$ cat src/rtl/lsu_if.sv
// lsu_if: data-RAM request/acknowledge bus between the load/store unit and memory
interface lsu_if #(
    parameter int n = 32
);
    logic         mem_req;
    logic         mem_we;
    logic [n-1:0] mem_addr;
    logic [3:0]   mem_be;
    logic [n-1:0] mem_wdata;
    logic         mem_ack;
    logic [n-1:0] mem_rdata;

    modport master(
        output mem_req, mem_we, mem_addr, mem_be, mem_wdata,
        input  mem_ack, mem_rdata
    );

    modport slave(
        input  mem_req, mem_we, mem_addr, mem_be, mem_wdata,
        output mem_ack, mem_rdata
    );
endinterface

$ cat src/rtl/lsu.sv
// lsu: sequences one bus transaction per load/store, steers byte lanes, extends load data and flags faults
module lsu #(
    parameter int n   = 32,
    parameter int TMO = 15
) (
    input  logic         clock,
    input  logic         reset,
    input  logic         ld,
    input  logic         st,
    input  logic [2:0]   funct3,
    input  logic [n-1:0] addr,
    input  logic [n-1:0] wdata,
    output logic [n-1:0] rdata,
    output logic         done,
    output logic         stall,
    output logic         fault,
    lsu_if.master        bus
);
    typedef enum logic [1:0] {IDLE, BUSY, DONE} state_t;

    state_t       state, state_nx;
    logic [7:0]   timer;
    logic [1:0]   off;
    logic [2:0]   f3;
    logic         legal, aligned, go, ack_ok, tmo;
    logic [3:0]   be;
    logic [15:0]  s;
    logic [n-1:0] wd, ext;

    always_comb begin
        legal    = ld ? funct3 inside {3'b000, 3'b001, 3'b010, 3'b100, 3'b101}
                      : funct3 inside {3'b000, 3'b001, 3'b010};
        aligned  = funct3[1:0] == 2'b01 ? ~addr[0] : funct3[1:0] == 2'b10 ? addr[1:0] == 2'b00 : 1'b1;
        go       = (ld ^ st) & legal & aligned;
        be       = funct3[1:0] == 2'b00 ? 4'b0001 << addr[1:0]
                 : funct3[1:0] == 2'b01 ? (addr[1] ? 4'b1100 : 4'b0011) : 4'b1111;
        wd       = ~st ? '0 : funct3[1:0] == 2'b00 ? {4{wdata[7:0]}}
                 : funct3[1:0] == 2'b01 ? {2{wdata[15:0]}} : wdata;
        ack_ok   = state == BUSY && bus.mem_ack;
        // an ack arriving in the final wait cycle wins over the timeout
        tmo      = state == BUSY && !bus.mem_ack && timer == 8'(TMO - 1);
        s        = 16'(bus.mem_rdata >> {off, 3'b000});
        ext      = f3 == 3'b000 ? {{24{s[7]}}, s[7:0]}
                 : f3 == 3'b001 ? {{16{s[15]}}, s[15:0]}
                 : f3 == 3'b100 ? {24'b0, s[7:0]}
                 : f3 == 3'b101 ? {16'b0, s[15:0]} : bus.mem_rdata;
        state_nx = state == IDLE ? ((ld | st) ? (go ? BUSY : DONE) : IDLE)
                 : state == BUSY ? ((ack_ok | tmo) ? DONE : BUSY) : IDLE;
    end

    assign done  = state == DONE;
    assign stall = (ld | st) & ~done;

    always_ff @(posedge clock or negedge reset) begin
        if (!reset) begin
            state         <= IDLE;
            timer         <= '0;
            off           <= '0;
            f3            <= '0;
            rdata         <= '0;
            fault         <= 1'b0;
            bus.mem_req   <= 1'b0;
            bus.mem_we    <= 1'b0;
            bus.mem_addr  <= '0;
            bus.mem_be    <= '0;
            bus.mem_wdata <= '0;
        end else begin
            state <= state_nx;
            timer <= state == BUSY ? timer + 8'd1 : 8'd0;
            fault <= state_nx == DONE && !ack_ok;
            rdata <= (state == IDLE && state_nx == DONE) || tmo ? '0
                   : ack_ok && !bus.mem_we ? ext : rdata;
            if (state == IDLE && state_nx == BUSY) begin
                off           <= addr[1:0];
                f3            <= funct3;
                bus.mem_req   <= 1'b1;
                bus.mem_we    <= st;
                bus.mem_addr  <= {addr[n-1:2], 2'b00};
                bus.mem_be    <= be;
                bus.mem_wdata <= wd;
            end else if (state_nx != BUSY) begin
                bus.mem_req   <= 1'b0;
                bus.mem_we    <= 1'b0;
                bus.mem_addr  <= '0;
                bus.mem_be    <= '0;
                bus.mem_wdata <= '0;
            end
        end
    end
endmodule
$ cat src/flat_wrapper.sv
// flat-port wrapper written by rule: the top's interface ports become plain ports
module lsu_flat 
#(
    parameter int n   = 32,
    parameter int TMO = 15
)
  (clock, reset, ld, st, funct3, addr, wdata, rdata, done, stall, fault, bus_mem_req, bus_mem_we, bus_mem_addr, bus_mem_be, bus_mem_wdata, bus_mem_ack, bus_mem_rdata);
  lsu_if #(.n(n)) bus_i ();
  input  logic clock;
  input  logic reset;
  input  logic ld;
  input  logic st;
  input  logic [2:0] funct3;
  input  logic [n-1:0] addr;
  input  logic [n-1:0] wdata;
  output logic [n-1:0] rdata;
  output logic done;
  output logic stall;
  output logic fault;
  output wire logic [$bits(bus_i.mem_req)-1:0] bus_mem_req;
  output wire logic [$bits(bus_i.mem_we)-1:0] bus_mem_we;
  output wire logic [$bits(bus_i.mem_addr)-1:0] bus_mem_addr;
  output wire logic [$bits(bus_i.mem_be)-1:0] bus_mem_be;
  output wire logic [$bits(bus_i.mem_wdata)-1:0] bus_mem_wdata;
  input wire logic [$bits(bus_i.mem_ack)-1:0] bus_mem_ack;
  input wire logic [$bits(bus_i.mem_rdata)-1:0] bus_mem_rdata;
  assign bus_mem_req = bus_i.mem_req;
  assign bus_mem_we = bus_i.mem_we;
  assign bus_mem_addr = bus_i.mem_addr;
  assign bus_mem_be = bus_i.mem_be;
  assign bus_mem_wdata = bus_i.mem_wdata;
  assign bus_i.mem_ack = bus_mem_ack;
  assign bus_i.mem_rdata = bus_mem_rdata;
  lsu #(.n(n), .TMO(TMO)) u_core (.clock(clock), .reset(reset), .ld(ld), .st(st), .funct3(funct3), .addr(addr), .wdata(wdata), .rdata(rdata), .done(done), .stall(stall), .fault(fault), .bus(bus_i));
endmodule
$ cat config.mk
export PLATFORM = sky130hd
export DESIGN_NAME = lsu_flat
export DESIGN_NICKNAME = d
export VERILOG_FILES = /design/src/rtl/lsu_if.sv /design/src/rtl/lsu.sv /design/src/flat_wrapper.sv
export SDC_FILE = /design/constraint.sdc
export NUM_CORES = 1
export LEC_CHECK = 0
export ABC_AREA = 1
export BUFFER_PORTS_ARGS = -buffer_cell sky130_fd_sc_hd__buf_2
export CAP_MARGIN = 5
export CELL_PAD_IN_SITES_DETAIL_PLACEMENT = 1
export CELL_PAD_IN_SITES_GLOBAL_PLACEMENT = 1
export CORE_AREA = 3 3 144 146
export DETAILED_ROUTE_END_ITERATION = 8
export DIE_AREA = 0 0 147 149
export PLACE_DENSITY = 0.82
export SETUP_SLACK_MARGIN = 0.5
export SLEW_MARGIN = 10
export SYNTH_ARGS = -nofsm -noshare
export SYNTH_HDL_FRONTEND = slang
export SYNTH_SLANG_ARGS = --single-unit
$ cat constraint.sdc
create_clock -name clock -period 1.6 [get_ports clock]
set_clock_uncertainty 0.2 [all_clocks]
set_input_delay 0.32 -clock clock [delete_from_list [all_inputs] [get_ports clock]]
set_output_delay 0.32 -clock clock [all_outputs]
set_load 0.05 [all_outputs]
Word-level counts from Yosys, hierarchy flattened
Cells that the tools add are included.
{"block": "totals", "register_bits": 118, "out_inout_bits": 105, "inputBits": 104}
{"block": "classes", "muxes": 29, "add_sub_neg": 1, "shifts": 2, "n_reduce_logical": 20, "eq_ne": 15, "bitwise_logic": 8}
{"op": "32-bit two-way mux", "n": 12}
{"op": "32-bit by 5-bit >> shifter with 16-bit output", "n": 1}
{"op": "4-bit two-way mux", "n": 5}
{"op": "3-bit == test (second input constant)", "n": 4}
{"op": "2-bit two-way mux", "n": 5}
{"op": "8-bit by 1-bit adder with 8-bit output (second input constant)", "n": 1}
{"op": "8-bit by 4-bit == test with 1-bit output (second input constant)", "n": 1}
{"op": "8-bit two-way mux", "n": 1}
{"op": "1-bit logical AND", "n": 7}
{"op": "2-bit by 1-bit == test with 1-bit output (second input constant)", "n": 3}
{"op": "2-bit == test (second input constant)", "n": 3}
{"op": "3-bit by 1-bit == test with 1-bit output (second input constant)", "n": 2}
{"op": "2-bit logical NOT", "n": 3}
{"op": "3-bit logical NOT", "n": 2}
{"op": "1-bit two-way mux", "n": 6}
{"op": "5-bit nonzero test", "n": 1}
{"op": "2-bit nonzero test", "n": 2}
{"op": "1-bit by 2-bit left shift with 4-bit output (first input constant)", "n": 1}
{"op": "1-bit bitwise AND", "n": 3}
{"op": "3-bit by 2-bit == test with 1-bit output (second input constant)", "n": 1}
{"op": "1-bit logical NOT", "n": 3}
{"op": "3-bit nonzero test", "n": 1}
{"op": "2-bit by 1-bit inequality test with 1-bit output (second input constant)", "n": 1}
{"op": "1-bit NOT", "n": 2}
{"op": "other kinds (3)", "n": 4}

Logic depth before layout (Yosys ltp)
{"block": "logic_depth", "ltp_word": 12, "ltp_mapped": 12}

Worst setup path before layout
Ideal clock, no wire load.
{"block": "synth_timing", "path_kind": "in2out", "start": "input port st", "end": "output port stall", "setup_slack_ps": -667, "arrival_time_ps": 1747, "required_ps": 1080, "path_buffers": 2, "path_stages": 5, "cell_sequence": "buf_2 > clkinv_1 > buf_1 > ha_1 > nor2_1"}
{"block": "synth_via", "elab_chain_cells": 2}
{"element": "start, declared", "line_no": "flat_wrapper.sv:12", "rtl": "input logic st;"}
{"element": "1-bit OR", "line_no": "lsu.sv:52", "rtl": "assign stall = (ld | st) & ~done;"}
{"element": "1-bit bitwise AND", "line_no": "lsu.sv:52"}
{"element": "end, declared", "line_no": "flat_wrapper.sv:18", "rtl": "output logic stall;"}
No other way between the ends.

Worst setup path in the final report
{"block": "layout_timing", "start": "register u_core.state[1]", "end": "output port stall"}
{"block": "layout_via", "elab_chain_cells": 3}
{"element": "start, declared", "line_no": "lsu.sv:21", "rtl": "state_t state, state_nx;"}
{"element": "start signal, assigned", "line_no": "lsu.sv:68", "rtl": "state <= state_nx;"}
{"element": "2-bit == test", "line_no": "lsu.sv:51", "rtl": "assign done = state == DONE;"}
{"element": "1-bit NOT", "line_no": "lsu.sv:52"}
{"element": "1-bit bitwise AND", "line_no": "lsu.sv:52"}
No other way between the ends.

==> reports/qor_table.md <==
| Quantity | This run |
|---|---|
| Relative contribution of combinational cells to total power | 48.0% |
| Count of final hold-check violations | 0 |
| Violations in the final reports | setup timing |
| Gate count of the mapped netlist | 826 |
| R2r startpoint | u_core.timer[0] |
| Reg-to-reg critical path endpoint | u_core.bus.mem_addr[18] |
| Count of warnings emitted by yosys | 0 |
| Core Util, Final | 61.4% |
| Power Internal | 8510 uW |
| Detailed-route wire length per cell | 22.7 um |
| Data arrival at the endpoint of the critical path | 1.32 ns |
| Average size of a mapped cell | 7.52 um^2 |
| Clock-pin transition on the worst setup and hold timing paths | 0.06 ns |
| Netlist Area Pre-Place | 6210 um^2 |
| Core Region | 19500 um^2 |
| TritonCTS Sinks | 116 |
| Floorplan die area | 21900 um^2 |
| RSZ-0062 raised after global routing | yes |
| Routability congestion estimate | 0.823 |
| Area contributors post-synth | sky130_fd_sc_hd__dfrtp_1, sky130_fd_sc_hd__nand2_1, sky130_fd_sc_hd__o21ai_0 |
| Static leakage power | 0.00554 uW |
| Total length of routed wires | 33.3 mm |
| Global-route usage over all layers | 27.6% |
| Type of the worst min-delay path | primary input to register |
| Detailed-route DRC error count | 0 |
| Post-route setup TNS | -15.04 ns |
| Maximum buffer depth of the clock tree | 2 |
| Net switching component of the power | 5880 uW |
| Floorplan die height | 149 um |
| Maximum number of pins on one net before global-route repair | 41 |
| Pre-antenna DRT Iters | 5 |
| Part of the power in the clock network | 27.4% |
| Slack of the critical path | -0.244 ns |
| Dpl cell area | 8090 um^2 |
| Critical Path Sink | stall |
| Register-to-register setup slack | -0.19 ns |
| Inserted Clock Buffers | 17 |
| Post-route clock period utilization | 115% |
| Number of synthesized flops with an enable pin | 0 |
| Maximum ir drop on the vdd rail | 0.966 mV |
| Number of placement rows | 51 |
| Starting DRT DRC Count | 473 |
| CP Max Fanout | 2 |
| Vias | 7843 |
| Maximum level of the CTS H-tree | 4 |
| Post-layout net count | 1294 |
| Starting utilization of the core area | 31.8% |
| Fraction of layout instances using a drive strength above 1 | 52.8% |
| Worst Setup End Kind | primary output |
| Number of endpoints failing setup at the final stage | 110 |
| GRT overflow | 0 |
| Dominant cell type by area after synthesis | sky130_fd_sc_hd__dfrtp_1 |
| Final-report max-slew violation count | 0 |
| Crit Path Class | register to primary output |
| Clock period minus final worst setup slack | 1.84 ns |
| Area share of the leading cell type in the synthesized netlist | 46.8% |
| Port Buf Inserts | 206 |
| Cell types with the highest counts after synthesis | sky130_fd_sc_hd__nand2_1, sky130_fd_sc_hd__dfrtp_1, sky130_fd_sc_hd__o21ai_0 |
| Worst reg-to-reg path cell count | 9 |
| Power density over cell area | 1200 nW/um^2 |
| Required time of the critical path | 1.08 ns |
| Most frequent cell after synthesis | sky130_fd_sc_hd__nand2_1 |
| Asr flop ratio synth | 100% |
| Sequential share of power | 24.6% |
| Critical Path Start | u_core.state[1] |
| Max Fclk | 0.542 GHz |
| N_diodes | 0 |
| Status | finished with violations |
| Syn-to-layout area delta | 93.1% |
| Register bit total from synthesis | 116 |
| Clock Latency Late Sink | 0.43 ns |
| Dpl hpwl | 16.9 mm |
| Cell area after layout | 12000 um^2 |
| Number of nets still failing antenna checks after routing | 0 |
| Top Ports | 209 |
| Launching element type of the critical path | register |
| Clk root buf | sky130_fd_sc_hd__clkbuf_16 |
| Floorplan die width | 147 um |
| Maximum Capacitance Violations | 0 |
| Number of global-route vias before repair | 8551 |
| Global-route wire length before repair | 47.4 mm |
| Sw Share | 40.9% |
| Clock tree from TritonCTS | yes |
| Average via count per standard cell | 5.35 |
| Sequential fraction of the synthesis area | 46.8% |
| Initial antenna violation count | 1 |
| Count of cell types in the netlist | 29 |
| Most used flip-flop cell after synthesis | sky130_fd_sc_hd__dfrtp_1 |
[layout by cell type (no fill, tap or decap), types with 23 or more instances in the layout]
cell	n
sky130_fd_sc_hd__buf_4	75
sky130_fd_sc_hd__dlygate4sd3_1	35
sky130_fd_sc_hd__nor2_1	24
sky130_fd_sc_hd__dfrtp_2	95
sky130_fd_sc_hd__buf_12	23
sky130_fd_sc_hd__nand3_1	61
sky130_fd_sc_hd__buf_8	90
sky130_fd_sc_hd__nand2_1	184
sky130_fd_sc_hd__clkbuf_16	24
sky130_fd_sc_hd__inv_1	85
sky130_fd_sc_hd__a21oi_1	55
sky130_fd_sc_hd__o21ai_2	55
sky130_fd_sc_hd__buf_2	102
sky130_fd_sc_hd__nand4_1	42
sky130_fd_sc_hd__nand2_2	23
sky130_fd_sc_hd__buf_6	46
sky130_fd_sc_hd__o21ai_0	37
[per-layer routing]
| layer | up-vias | global-route usage, % | part of all wire, % | wire length (um) |
|---|---|---|---|---|
| li1 | 3440 | - | - | - |
| met1 | 3947 | 30.8 | 36 | 12100 |
| met2 | 363 | 49.7 | 54 | 17900 |
| met3 | 91 | 6.90 | 6.1 | 2020 |
| met4 | 2 | 12.4 | 3.6 | 1200 |
| met5 | - | 0 | 0.039 | 13 |
[cells by family after synthesis]
logic type / synth area share, %
flops: 46.8
simple gates: 26.7
fa+ha+maj: 0.605
xor+xnor: 0.141
buf+inv: 10.3
compound gates: 15.5
other cells: 0.0604
[power groups by stage]
stage          Sequential (uW)  Clock (uW)  Combinational (uW)
2_1_floorplan             4060           0                2250
3_3_place_gp              3480           0                4280
3_5_place_dp              3490           0                4360
4_1_cts                   3490        3940                6010
5_1_grt                   3580        4110                7310
6_report                  3540        3950                6900
[stage by stage]
step | cells | hold slack [ns] | power [uW] | worst slack [ns]
after global routing | 1465 | 0.0266 | 15000 | -0.315
final | 1465 | 0.0317 | 14400 | -0.244
after detailed placement | 1302 | -0.00874 | 7850 | -0.262
after global placement | 1302 | -0.00904 | 7760 | -0.204
after floorplan | 827 | -0.176 | 6310 | -0.188
after CTS | 1432 | 0.00591 | 13400 | -0.235
[area by class of cell]
type                            count  area (um^2)
Clock buffer                       17          425
Clock inverter                     15          165
Fill cell                        2151         7540
Inverter                           95          375
Multi-Input combinational cell    561         3250
Sequential cell                   116         3020
Tap cell                          265          332
Timing Repair Buffer              395         4410
Timing Repair inverter              1         7.51
[what timing repair did]
action | in CTS | in global routing
pin swaps | 44 | 11
endpoints found under the setup margin | 217 | 219
buffers inserted | 41 | 24
gates cloned | 22 | 9
hold endpoints to repair | 150 | 0
resized for setup | 371 | 169
hold buffers | 35 | 0
[sequential cells by signal, summed over array words and instances (netlist names)]
| name | cells |
|---|---|
| u_core.fault | 1 |
| u_core.bus.mem_we | 1 |
| u_core.bus.mem_addr | 30 |
| u_core.state | 2 |
| u_core.f3 | 3 |
| u_core.bus.mem_req | 1 |
| u_core.rdata | 32 |
| u_core.off | 2 |
| u_core.bus.mem_wdata | 32 |
| u_core.timer | 8 |
| u_core.bus.mem_be | 4 |
[how the worst min path moves through the flow]
stage | start | end | depth (start not counted)
floorplan | reset | u_core.bus.mem_addr[10] | 0
global placement | reset | u_core.rdata[30] | 1
detailed placement | reset | u_core.rdata[30] | 1
CTS | wdata[3] | u_core.bus.mem_wdata[3] | 3
global route | wdata[4] | u_core.bus.mem_wdata[4] | 3
finish | wdata[7] | u_core.bus.mem_wdata[7] | 3
[worst max-delay path, cell delays in order (launching register included)]
cell and delay [ns]:
sky130_fd_sc_hd__dfrtp_1 0.37, sky130_fd_sc_hd__inv_2 0.06, sky130_fd_sc_hd__buf_6 0.12, sky130_fd_sc_hd__nor2_4 0.15, sky130_fd_sc_hd__nor2_2 0.05, sky130_fd_sc_hd__buf_6 0.15
(Power assumes the default switching activity.)
